===== config.mk =====
export PLATFORM = sky130hd
export DESIGN_NAME = wb_arbiter_flat
export DESIGN_NICKNAME = d
export VERILOG_FILES = /design/src/rtl/wb_arbiter_pkg.sv /design/src/rtl/wb_arbiter_if.sv /design/src/rtl/wb_arbiter_rr_pick.sv /design/src/rtl/wb_arbiter.sv /design/src/flat_wrapper.sv
export SDC_FILE = /design/constraint.sdc
export NUM_CORES = 1
export LEC_CHECK = 0
export BUFFER_PORTS_ARGS = -buffer_cell sky130_fd_sc_hd__buf_2
export CAP_MARGIN = 20
export CORE_AREA = 4 4 110 112
export CTS_BUF_LIST = sky130_fd_sc_hd__clkbuf_8
export CTS_CLUSTER_SIZE = 28
export DETAILED_ROUTE_END_ITERATION = 6
export DIE_AREA = 0 0 114 116
export GPL_ROUTABILITY_DRIVEN = 0
export PLACE_DENSITY = 0.59
export SYNTH_ARGS = -nofsm -noshare
export SYNTH_HDL_FRONTEND = slang
export SYNTH_HIERARCHICAL = 1
export SYNTH_SLANG_ARGS = --single-unit

===== constraint.sdc =====
create_clock -name clk -period 1.2 [get_ports clk]
set_clock_uncertainty 0.15 [all_clocks]
set_input_delay 0.12 -clock clk [delete_from_list [all_inputs] [get_ports clk]]
set_output_delay 0.12 -clock clk [all_outputs]
set_load 0.005 [all_outputs]

===== src/rtl/wb_arbiter_pkg.sv =====
// Shared definitions for the Wishbone round-robin arbiter.
// Contents: FSM state encoding, the default stall limit and a one-hot to index helper.
package wb_arbiter_pkg;

   typedef enum logic {
      ARB_IDLE = 1'b0,
      ARB_BUSY = 1'b1
   } arb_state_e;

   localparam int unsigned DEFAULT_TIMEOUT = 255;
   localparam int unsigned MAX_MASTERS     = 8;

   // Index of the set bit in a one-hot vector. Returns 0 when no bit is set.
   function automatic logic [2:0] oh_to_idx(input logic [MAX_MASTERS-1:0] oh);
      logic [2:0] idx;
      idx = '0;
      for (int i = 0; i < int'(MAX_MASTERS); i++) begin
         if (oh[i]) idx = 3'(i);
      end
      return idx;
   endfunction

endpackage


===== src/rtl/wb_arbiter_if.sv =====
// Wishbone bundle around the arbiter: NUM_MASTERS request slices in, one slave bus out.
// Modports:
//   master  - requester side (drives m_*_i, receives m_dat_o/m_ack_o/m_err_o)
//   slave   - device side (receives s_*_o, drives s_dat_i/s_ack_i/s_err_i)
//   arbiter - the arbiter itself
interface wb_arbiter_if #(
   parameter int unsigned NUM_MASTERS = 2,
   parameter int unsigned AW          = 32,
   parameter int unsigned DW          = 32
);

   logic [NUM_MASTERS-1:0]      m_cyc_i;
   logic [NUM_MASTERS-1:0]      m_stb_i;
   logic [NUM_MASTERS-1:0]      m_we_i;
   logic [4*NUM_MASTERS-1:0]    m_sel_i;
   logic [AW*NUM_MASTERS-1:0]   m_adr_i;
   logic [DW*NUM_MASTERS-1:0]   m_dat_i;
   logic [DW-1:0]               m_dat_o;
   logic [NUM_MASTERS-1:0]      m_ack_o;
   logic [NUM_MASTERS-1:0]      m_err_o;

   logic                        s_cyc_o;
   logic                        s_stb_o;
   logic                        s_we_o;
   logic [3:0]                  s_sel_o;
   logic [AW-1:0]               s_adr_o;
   logic [DW-1:0]               s_dat_o;
   logic [DW-1:0]               s_dat_i;
   logic                        s_ack_i;
   logic                        s_err_i;

   modport master (
      output m_cyc_i, m_stb_i, m_we_i, m_sel_i, m_adr_i, m_dat_i,
      input  m_dat_o, m_ack_o, m_err_o
   );

   modport slave (
      input  s_cyc_o, s_stb_o, s_we_o, s_sel_o, s_adr_o, s_dat_o,
      output s_dat_i, s_ack_i, s_err_i
   );

   modport arbiter (
      input  m_cyc_i, m_stb_i, m_we_i, m_sel_i, m_adr_i, m_dat_i,
      output m_dat_o, m_ack_o, m_err_o,
      output s_cyc_o, s_stb_o, s_we_o, s_sel_o, s_adr_o, s_dat_o,
      input  s_dat_i, s_ack_i, s_err_i
   );

endinterface


===== src/rtl/wb_arbiter_rr_pick.sv =====
// Combinational round-robin picker.
// Ports:
//   req_i   - request vector
//   ptr_i   - index of the last winner; search starts at ptr_i+1 and wraps
//   gnt_o   - one-hot winner (zero when nothing requests)
//   valid_o - at least one request present
module wb_arbiter_rr_pick #(
   parameter int unsigned N  = 2,
   parameter int unsigned PW = $clog2(N)
) (
   input  logic [N-1:0]  req_i,
   input  logic [PW-1:0] ptr_i,
   output logic [N-1:0]  gnt_o,
   output logic          valid_o
);

   // Walk the requesters in priority order starting just after the pointer.
   always_comb begin
      int unsigned k;
      gnt_o   = '0;
      valid_o = 1'b0;
      k       = 0;
      for (int unsigned i = 1; i <= N; i++) begin
         k = (32'(ptr_i) + i) % N;
         if (!valid_o && req_i[PW'(k)]) begin
            gnt_o[PW'(k)] = 1'b1;
            valid_o       = 1'b1;
         end
      end
   end

endmodule


===== src/rtl/wb_arbiter.sv =====
// Round-robin Wishbone B4 classic arbiter: NUM_MASTERS requesters share one slave bus.
// A grant lasts for the whole bus cycle (cyc high) and one idle cycle separates grants.
// Ports:
//   clk, reset - core clock, synchronous active-high reset
//   bus        - wb_arbiter_if.arbiter (master slices in, slave bus out)
//   grant_o    - registered one-hot grant, zero while idle
// Build option: define WB_ARBITER_TIMEOUT_EN to abort cycles whose strobe stalls for
// TIMEOUT cycles with a one-cycle error pulse to the granted master.
module wb_arbiter
   import wb_arbiter_pkg::*;
#(
   parameter int unsigned NUM_MASTERS = 2,
   parameter int unsigned AW          = 32,
   parameter int unsigned DW          = 32,
   parameter int unsigned TIMEOUT     = DEFAULT_TIMEOUT
) (
   input  logic                   clk,
   input  logic                   reset,
   wb_arbiter_if.arbiter          bus,
   output logic [NUM_MASTERS-1:0] grant_o
);

   localparam int unsigned PW = $clog2(NUM_MASTERS);

   arb_state_e             state_q, state_d;
   logic [NUM_MASTERS-1:0] grant_q, grant_d;
   logic [PW-1:0]          ptr_q,   ptr_d;

   logic [NUM_MASTERS-1:0] req_c;
   logic [NUM_MASTERS-1:0] pick_gnt_c;
   logic                   pick_valid_c;
   logic                   granted_cyc_c;
   logic                   timeout_c;

   logic                   s_cyc_c, s_stb_c, s_we_c;
   logic [3:0]             s_sel_c;
   logic [AW-1:0]          s_adr_c;
   logic [DW-1:0]          s_dat_c;

`ifdef WB_ARBITER_TIMEOUT_EN
   localparam int unsigned CW = $clog2(TIMEOUT + 1);

   logic [CW-1:0]          cnt_q,  cnt_d;
   logic [NUM_MASTERS-1:0] mask_q, mask_d;

   // Stale cyc of a timed-out master is ignored for one re-arbitration cycle.
   assign req_c     = bus.m_cyc_i & ~mask_q;
   assign timeout_c = (state_q == ARB_BUSY) && s_stb_c && !bus.s_ack_i && !bus.s_err_i &&
                      (cnt_q == CW'(TIMEOUT - 1));

   // Stall counter: cleared while idle (so every grant starts at 0) and on ack/err.
   always_comb begin
      cnt_d  = cnt_q;
      mask_d = '0;
      if (state_q == ARB_IDLE || bus.s_ack_i || bus.s_err_i) begin
         cnt_d = '0;
      end else if (s_stb_c) begin
         cnt_d = cnt_q + CW'(1);
      end
      if (timeout_c) begin
         cnt_d  = '0;
         mask_d = grant_q;
      end
   end

   always_ff @(posedge clk) begin
      if (reset) begin
         cnt_q  <= '0;
         mask_q <= '0;
      end else begin
         cnt_q  <= cnt_d;
         mask_q <= mask_d;
      end
   end
`else
   logic unused_timeout;

   assign req_c          = bus.m_cyc_i;
   assign timeout_c      = 1'b0;
   assign unused_timeout = ^32'(TIMEOUT);
`endif

   wb_arbiter_rr_pick #(
      .N  (NUM_MASTERS),
      .PW (PW)
   ) u_rr_pick (
      .req_i   (req_c),
      .ptr_i   (ptr_q),
      .gnt_o   (pick_gnt_c),
      .valid_o (pick_valid_c)
   );

   assign granted_cyc_c = |(bus.m_cyc_i & grant_q);

   // Next-state: arbitrate in IDLE, hold the grant in BUSY until cyc drops (or timeout).
   always_comb begin
      state_d = state_q;
      grant_d = grant_q;
      ptr_d   = ptr_q;
      case (state_q)
         ARB_IDLE: begin
            if (pick_valid_c) begin
               state_d = ARB_BUSY;
               grant_d = pick_gnt_c;
            end
         end
         ARB_BUSY: begin
            if (!granted_cyc_c || timeout_c) begin
               state_d = ARB_IDLE;
               grant_d = '0;
               ptr_d   = PW'(oh_to_idx(MAX_MASTERS'(grant_q)));
            end
         end
      endcase
   end

   always_ff @(posedge clk) begin
      if (reset) begin
         state_q <= ARB_IDLE;
         grant_q <= '0;
         ptr_q   <= PW'(NUM_MASTERS - 1);
      end else begin
         state_q <= state_d;
         grant_q <= grant_d;
         ptr_q   <= ptr_d;
      end
   end

   // Slave bus mux: grant_q is zero in IDLE, so the outputs fall to 0 there.
   always_comb begin
      s_cyc_c = 1'b0;
      s_stb_c = 1'b0;
      s_we_c  = 1'b0;
      s_sel_c = '0;
      s_adr_c = '0;
      s_dat_c = '0;
      for (int i = 0; i < int'(NUM_MASTERS); i++) begin
         if (grant_q[i]) begin
            s_cyc_c = bus.m_cyc_i[i];
            s_stb_c = bus.m_stb_i[i];
            s_we_c  = bus.m_we_i[i];
            s_sel_c = bus.m_sel_i[4*i +: 4];
            s_adr_c = bus.m_adr_i[AW*i +: AW];
            s_dat_c = bus.m_dat_i[DW*i +: DW];
         end
      end
   end

   assign bus.s_cyc_o = s_cyc_c;
   assign bus.s_stb_o = s_stb_c;
   assign bus.s_we_o  = s_we_c;
   assign bus.s_sel_o = s_sel_c;
   assign bus.s_adr_o = s_adr_c;
   assign bus.s_dat_o = s_dat_c;

   assign bus.m_dat_o = bus.s_dat_i;
   assign bus.m_ack_o = grant_q & {NUM_MASTERS{bus.s_ack_i}};
   assign bus.m_err_o = grant_q & {NUM_MASTERS{bus.s_err_i | timeout_c}};
   assign grant_o     = grant_q;

endmodule

===== src/flat_wrapper.sv =====
// flat-port wrapper written by rule: the top's interface ports become plain ports
module wb_arbiter_flat import wb_arbiter_pkg::*;
#(
   parameter int unsigned NUM_MASTERS = 2,
   parameter int unsigned AW          = 32,
   parameter int unsigned DW          = 32,
   parameter int unsigned TIMEOUT     = DEFAULT_TIMEOUT
)
  (clk, reset, grant_o, bus_m_cyc_i, bus_m_stb_i, bus_m_we_i, bus_m_sel_i, bus_m_adr_i, bus_m_dat_i, bus_m_dat_o, bus_m_ack_o, bus_m_err_o, bus_s_cyc_o, bus_s_stb_o, bus_s_we_o, bus_s_sel_o, bus_s_adr_o, bus_s_dat_o, bus_s_dat_i, bus_s_ack_i, bus_s_err_i);
  wb_arbiter_if #(.NUM_MASTERS(NUM_MASTERS), .AW(AW), .DW(DW)) bus_i ();
  input  logic clk;
  input  logic reset;
  output logic [NUM_MASTERS-1:0] grant_o;
  input wire logic [$bits(bus_i.m_cyc_i)-1:0] bus_m_cyc_i;
  input wire logic [$bits(bus_i.m_stb_i)-1:0] bus_m_stb_i;
  input wire logic [$bits(bus_i.m_we_i)-1:0] bus_m_we_i;
  input wire logic [$bits(bus_i.m_sel_i)-1:0] bus_m_sel_i;
  input wire logic [$bits(bus_i.m_adr_i)-1:0] bus_m_adr_i;
  input wire logic [$bits(bus_i.m_dat_i)-1:0] bus_m_dat_i;
  output wire logic [$bits(bus_i.m_dat_o)-1:0] bus_m_dat_o;
  output wire logic [$bits(bus_i.m_ack_o)-1:0] bus_m_ack_o;
  output wire logic [$bits(bus_i.m_err_o)-1:0] bus_m_err_o;
  output wire logic [$bits(bus_i.s_cyc_o)-1:0] bus_s_cyc_o;
  output wire logic [$bits(bus_i.s_stb_o)-1:0] bus_s_stb_o;
  output wire logic [$bits(bus_i.s_we_o)-1:0] bus_s_we_o;
  output wire logic [$bits(bus_i.s_sel_o)-1:0] bus_s_sel_o;
  output wire logic [$bits(bus_i.s_adr_o)-1:0] bus_s_adr_o;
  output wire logic [$bits(bus_i.s_dat_o)-1:0] bus_s_dat_o;
  input wire logic [$bits(bus_i.s_dat_i)-1:0] bus_s_dat_i;
  input wire logic [$bits(bus_i.s_ack_i)-1:0] bus_s_ack_i;
  input wire logic [$bits(bus_i.s_err_i)-1:0] bus_s_err_i;
  assign bus_i.m_cyc_i = bus_m_cyc_i;
  assign bus_i.m_stb_i = bus_m_stb_i;
  assign bus_i.m_we_i = bus_m_we_i;
  assign bus_i.m_sel_i = bus_m_sel_i;
  assign bus_i.m_adr_i = bus_m_adr_i;
  assign bus_i.m_dat_i = bus_m_dat_i;
  assign bus_m_dat_o = bus_i.m_dat_o;
  assign bus_m_ack_o = bus_i.m_ack_o;
  assign bus_m_err_o = bus_i.m_err_o;
  assign bus_s_cyc_o = bus_i.s_cyc_o;
  assign bus_s_stb_o = bus_i.s_stb_o;
  assign bus_s_we_o = bus_i.s_we_o;
  assign bus_s_sel_o = bus_i.s_sel_o;
  assign bus_s_adr_o = bus_i.s_adr_o;
  assign bus_s_dat_o = bus_i.s_dat_o;
  assign bus_i.s_dat_i = bus_s_dat_i;
  assign bus_i.s_ack_i = bus_s_ack_i;
  assign bus_i.s_err_i = bus_s_err_i;
  wb_arbiter #(.NUM_MASTERS(NUM_MASTERS), .AW(AW), .DW(DW), .TIMEOUT(TIMEOUT)) u_core (.clk(clk), .reset(reset), .bus(bus_i), .grant_o(grant_o));
endmodule

=== Word level (Yosys, flattened, before mapping) ===
Index checks and enable logic that the tools add are counted.

* Register bits after elaboration: 4
* Output and inout port bits: 109
* Logic and storage cells: 55

* Bitwise logic cells: 6
* $add $sub $neg: 2
* Equal/unequal tests: 2
* $lt $le $gt $ge: 4
* Mux-type cells: 31
* Reductions and logical operators: 7

{| class="wikitable"
|+ Operators by type and width
! operator !! number
|-
| $mux W32 || 4
|-
| $mux W1 || 17
|-
| $mux W2 || 4
|-
| $mux W4 || 2
|-
| $and A2 B2 Y2 || 3
|-
| $lt A1 B2 Y1 const B || 2
|-
| $pmux W2 S2 || 1
|-
| $reduce_and A2 Y1 || 2
|-
| $logic_and A1 B1 Y1 || 3
|-
| $add A1 B1 Y1 const B || 2
|-
| $demux W1 S1 || 2
|-
| $ge A1 B1 Y1 const B || 2
|-
| $ne A2 B1 Y1 const B || 1
|-
| $ne A2 B2 Y1 const B || 1
|-
| $not A1 Y1 || 2
|-
| $or A2 B2 Y2 || 1
|-
| $pmux W1 S2 || 1
|-
| $reduce_or A2 Y1 || 1
|-
| $logic_not A1 Y1 || 1
|}

=== Longest topological paths before layout ===
* Depth in word-level cells: 10
* Depth in mapped cells: 4

=== Modules after synthesis ===
Netlist, hierarchy kept.

{| class="wikitable"
|+ Modules (own cells, without submodules)
! module !! instances !! area an instance (um^2) !! cells each
|-
| wb_arbiter || 1 || 1,308.8 || 145
|-
| wb_arbiter_rr_pick || 1 || 25.0 || 4
|}

=== Least setup slack after synthesis ===
OpenSTA, ideal clock, no wires.

* Path type: register to output
* Start point: register u_core.grant_q[0] (netlist: u_core/grant_o[0])
* End point: output bus_s_adr_o[31]
* Data required time: 930 ps
* Stages on the path, launching flop included: 5
* Setup slack: -53 ps
* Arrival: 983 ps
* Cells stage by stage: dfxtp_1 > nor2b_4 > buf_12 > buf_12 > a22o_1

* Cells in the longest elaborated chain, start to end: 2

{| class="wikitable"
|+ Ends and longest elaborated chain
! what !! line !! RTL
|-
| start, declared || wb_arbiter.sv:26 || <nowiki>logic [NUM_MASTERS-1:0] grant_q, grant_d;</nowiki>
|-
| start signal, assigned || wb_arbiter.sv:124 || <nowiki>grant_q <= grant_d;</nowiki>
|-
| $mux W32 (2 in series) || wb_arbiter.sv:138 || <nowiki>if (grant_q[i]) begin</nowiki>
|-
| end, declared || flat_wrapper.sv:27 || <nowiki>output wire logic [$bits(bus_i.s_adr_o)-1:0] bus_s_adr_o;</nowiki>
|}

Every way passes these cells.

=== Final worst setup path ===
* Start point: register u_core.grant_q[0] (netlist: u_core/grant_o[0])
* End point: output bus_s_adr_o[9]

Same word-level chain as after synthesis.

==> metrics.cfg <==
[run_status]
outcome=complete, but fails checks
violations=negative setup slack

[final_layout]
final_cell_area_sq_um=2635
nNetsFinal=529
layout-drive-gt1-share_pct=74.50
regArea_sq_um=85.08
area_growth_pct=97.56
fin_cells=492
fillers=1262
n_antenna_cell=0
multi_input_area_sq_um=820.8

[critical_path]
r2r_slack_ns=-0.16
worstPathArrival_ns=1.34
rr_startpoint=u_core/grant_o[1]
crit_start=u_core/grant_o[0]
cp-endpoint=bus_s_adr_o[9]
end_kind=output port
crit_type=flip-flop to output port
crit_path_start_kind=flip-flop
reg2reg_depth=5
cp.required_ns=0.93
r2r_end=u_core/grant_o[0]
cp_max_fo=9

[drt]
drc=0
viasPerCell=4.278
wirelength_mm=9.046
drtAntennaViolNets=0
initialDrtViolationCount=57
drt_first_pass_iters=4
wl_per_cell_um=18.39
vias=2105

[floorplanning]
rows=39
fp.dieArea_sq_um=13220
ios=287
fp.dieH_um=116
start_util_pct=11.88
core-area_sq_um=11220
chipWidth_um=114

[synth]
synth_top_area_share_pct=44.65
syn_inst=149
syn_area_sq_um=1334
synth_area_per_cell_sq_um=8.952
synth-main-ff-cell=dfxtp_1
synthTopCellsByCount=a22o_1 (68), buf_4 (33), buf_12 (8)
synthArstFlopShare_pct=0
yosysWarnings=6
yosysMostFrequentCell=a22o_1
synthesis.nets=327
synthTopCellsByArea=a22o_1 (45%), buf_4 (19%), buf_12 (12%)
synth-edff-count=0
synth-seq-cells=4
synth_largest_area_cell=a22o_1
synth-seq-area-share_pct=6.004
yosys.cell_types.count=24

[timing]
clock.fmax_mhz=620.5
finalCriticalPeriod_ns=1.612
worst_slack_ns=-0.4117
finalMaxSlewViolations=0
max_slew_margin_pct=77.68
finalSetupViolCount=78
hold_viol=0
hold_ws_ns=0.09000
rsz0062_at_grt=true
tightest_slew_ns=0.3341
period_share_pct=134.3

[clocking]
clk_pin_slew_ns=0.03
insertion_delay_ns=0.22
cts_buffers=3
clk_path_buf_depth=2
cts.htree.levels=1
cts_tree=yes
cts-root-buf=clkbuf_8
cts_sinks=4

[grt]
overflow=0
grt_pass1_vias=2045
grt_max_degree=35
grt_pass1_wl_mm=10.44
grt_use_total_pct=10.18
antenna_found_initial=0

[place]
placed_cell_area_sq_um=2275
port_buffers=222
hpwl_mm=6.400
dp_cells=473

[pwr]
peakVddDrop_uv=263.7
powerDensity_nw_per_um2=586.9
leakage_nw=1.551
finalPower_mw=1.546

[hold_path]
holdCritPathClass=primary input to output port

[run]
drv_cap=0

[repair_timing]
action	in CTS	in global routing
hold endpoints to repair	1	0
gates resized for setup	13	6
endpoints found under the setup margin	78	79
gates cloned	3	6
pin swaps	0	5
setup buffers	4	3
hold buffers	1	0
[worst min-delay path by stage]
stage	start	depth (start not counted)	endpoint	slack, ns
6_report	bus_s_dat_i[24]	0	bus_m_dat_o[24]	0.09
3_3_place_gp	bus_s_dat_i[0]	0	bus_m_dat_o[0]	0.09
3_5_place_dp	bus_s_dat_i[0]	0	bus_m_dat_o[0]	0.09
4_1_cts	bus_s_dat_i[0]	0	bus_m_dat_o[0]	0.09
2_1_floorplan	reset	1	u_core/state_q	0.04
5_1_grt	bus_s_dat_i[5]	0	bus_m_dat_o[5]	0.09
[worst max-delay path, stage by stage (launching register included)]
cell and delay, ns:
dfxtp_2 0.31, nor2b_4 0.14, buf_4 0.15, clkbuf_16 0.16
a22o_4 0.24, buf_6 0.12
[cells by family after synthesis]
kind of cell	synth area share, %
flip-flops	6.004
buffers and inverters	34.24
AO/OA/AOI/OAI	52.72
AND/OR/NAND/NOR	7.035
[layout make-up]
cell class / count / area share [%]
Clock buffer: 3 / 1.567
Inverter: 4 / 0.5698
Multi-Input combinational cell: 93 / 31.15
Sequential cell: 4 / 3.229
Tap cell: 143 / 6.790
Timing Repair Buffer: 245 / 56.69
[routing by layer]
metal / part of all wire (%) / track usage, % / vias up
met5: 0 / 0 / -
met3: 12 / 3.446 / 7
met1: 35 / 10.92 / 966
li1: - / - / 961
met2: 52 / 19.79 / 171
met4: 0.43 / 1.188 / 0
[cells in the final DEF, fill, tap and decap left out]
master,count
buf_4,7
inv_1,4
a211oi_1,2
nor2b_4,1
buf_2,218
nor3_1,1
buf_16,2
dfxtp_1,2
clkbuf_8,3
a22o_4,4
buf_6,8
buf_8,1
nor2_1,1
and2_2,2
nand2_1,2
a32o_1,2
nor2b_1,1
clkbuf_16,4
dfxtp_4,1
nor3b_2,1
buf_12,4
a22o_1,66
dlygate4sd3_1,1
dfxtp_2,1
nand3b_1,1
o21ai_2,1
a21boi_1,2
or2_1,1
nand2_2,1
a31oi_1,1
and2_1,2
a21boi_2,1
[registers in the layout, indices dropped and copies added (netlist names)]
| name | count |
|---|---|
| u_core/grant_o | 2 |
| u_core/state_q | 1 |
| u_core/ptr_q | 1 |
[where the power goes]
group | switching, mW | leakage, nW | internal [mW]
logic | 0.465 | 1.50 | 0.633
registers | 0.0116 | 0.0342 | 0.147
clock network | 0.0753 | 0.0216 | 0.214
total | 0.552 | 1.55 | 0.994
[per-stage QoR]
stage / setup WS [ns] / setup TNS (ns) / util, %
CTS: -0.3967 / -24.15 / 22.22
global placement: -0.2378 / -4.855 / 20.27
global route: -0.4411 / -28.00 / 23.48
detailed placement: -0.2640 / -7.260 / 20.27
finish: -0.4117 / -23.94 / 23.48
floorplan: -0.01217 / -0.02433 / -
(Power assumes the default switching activity.)
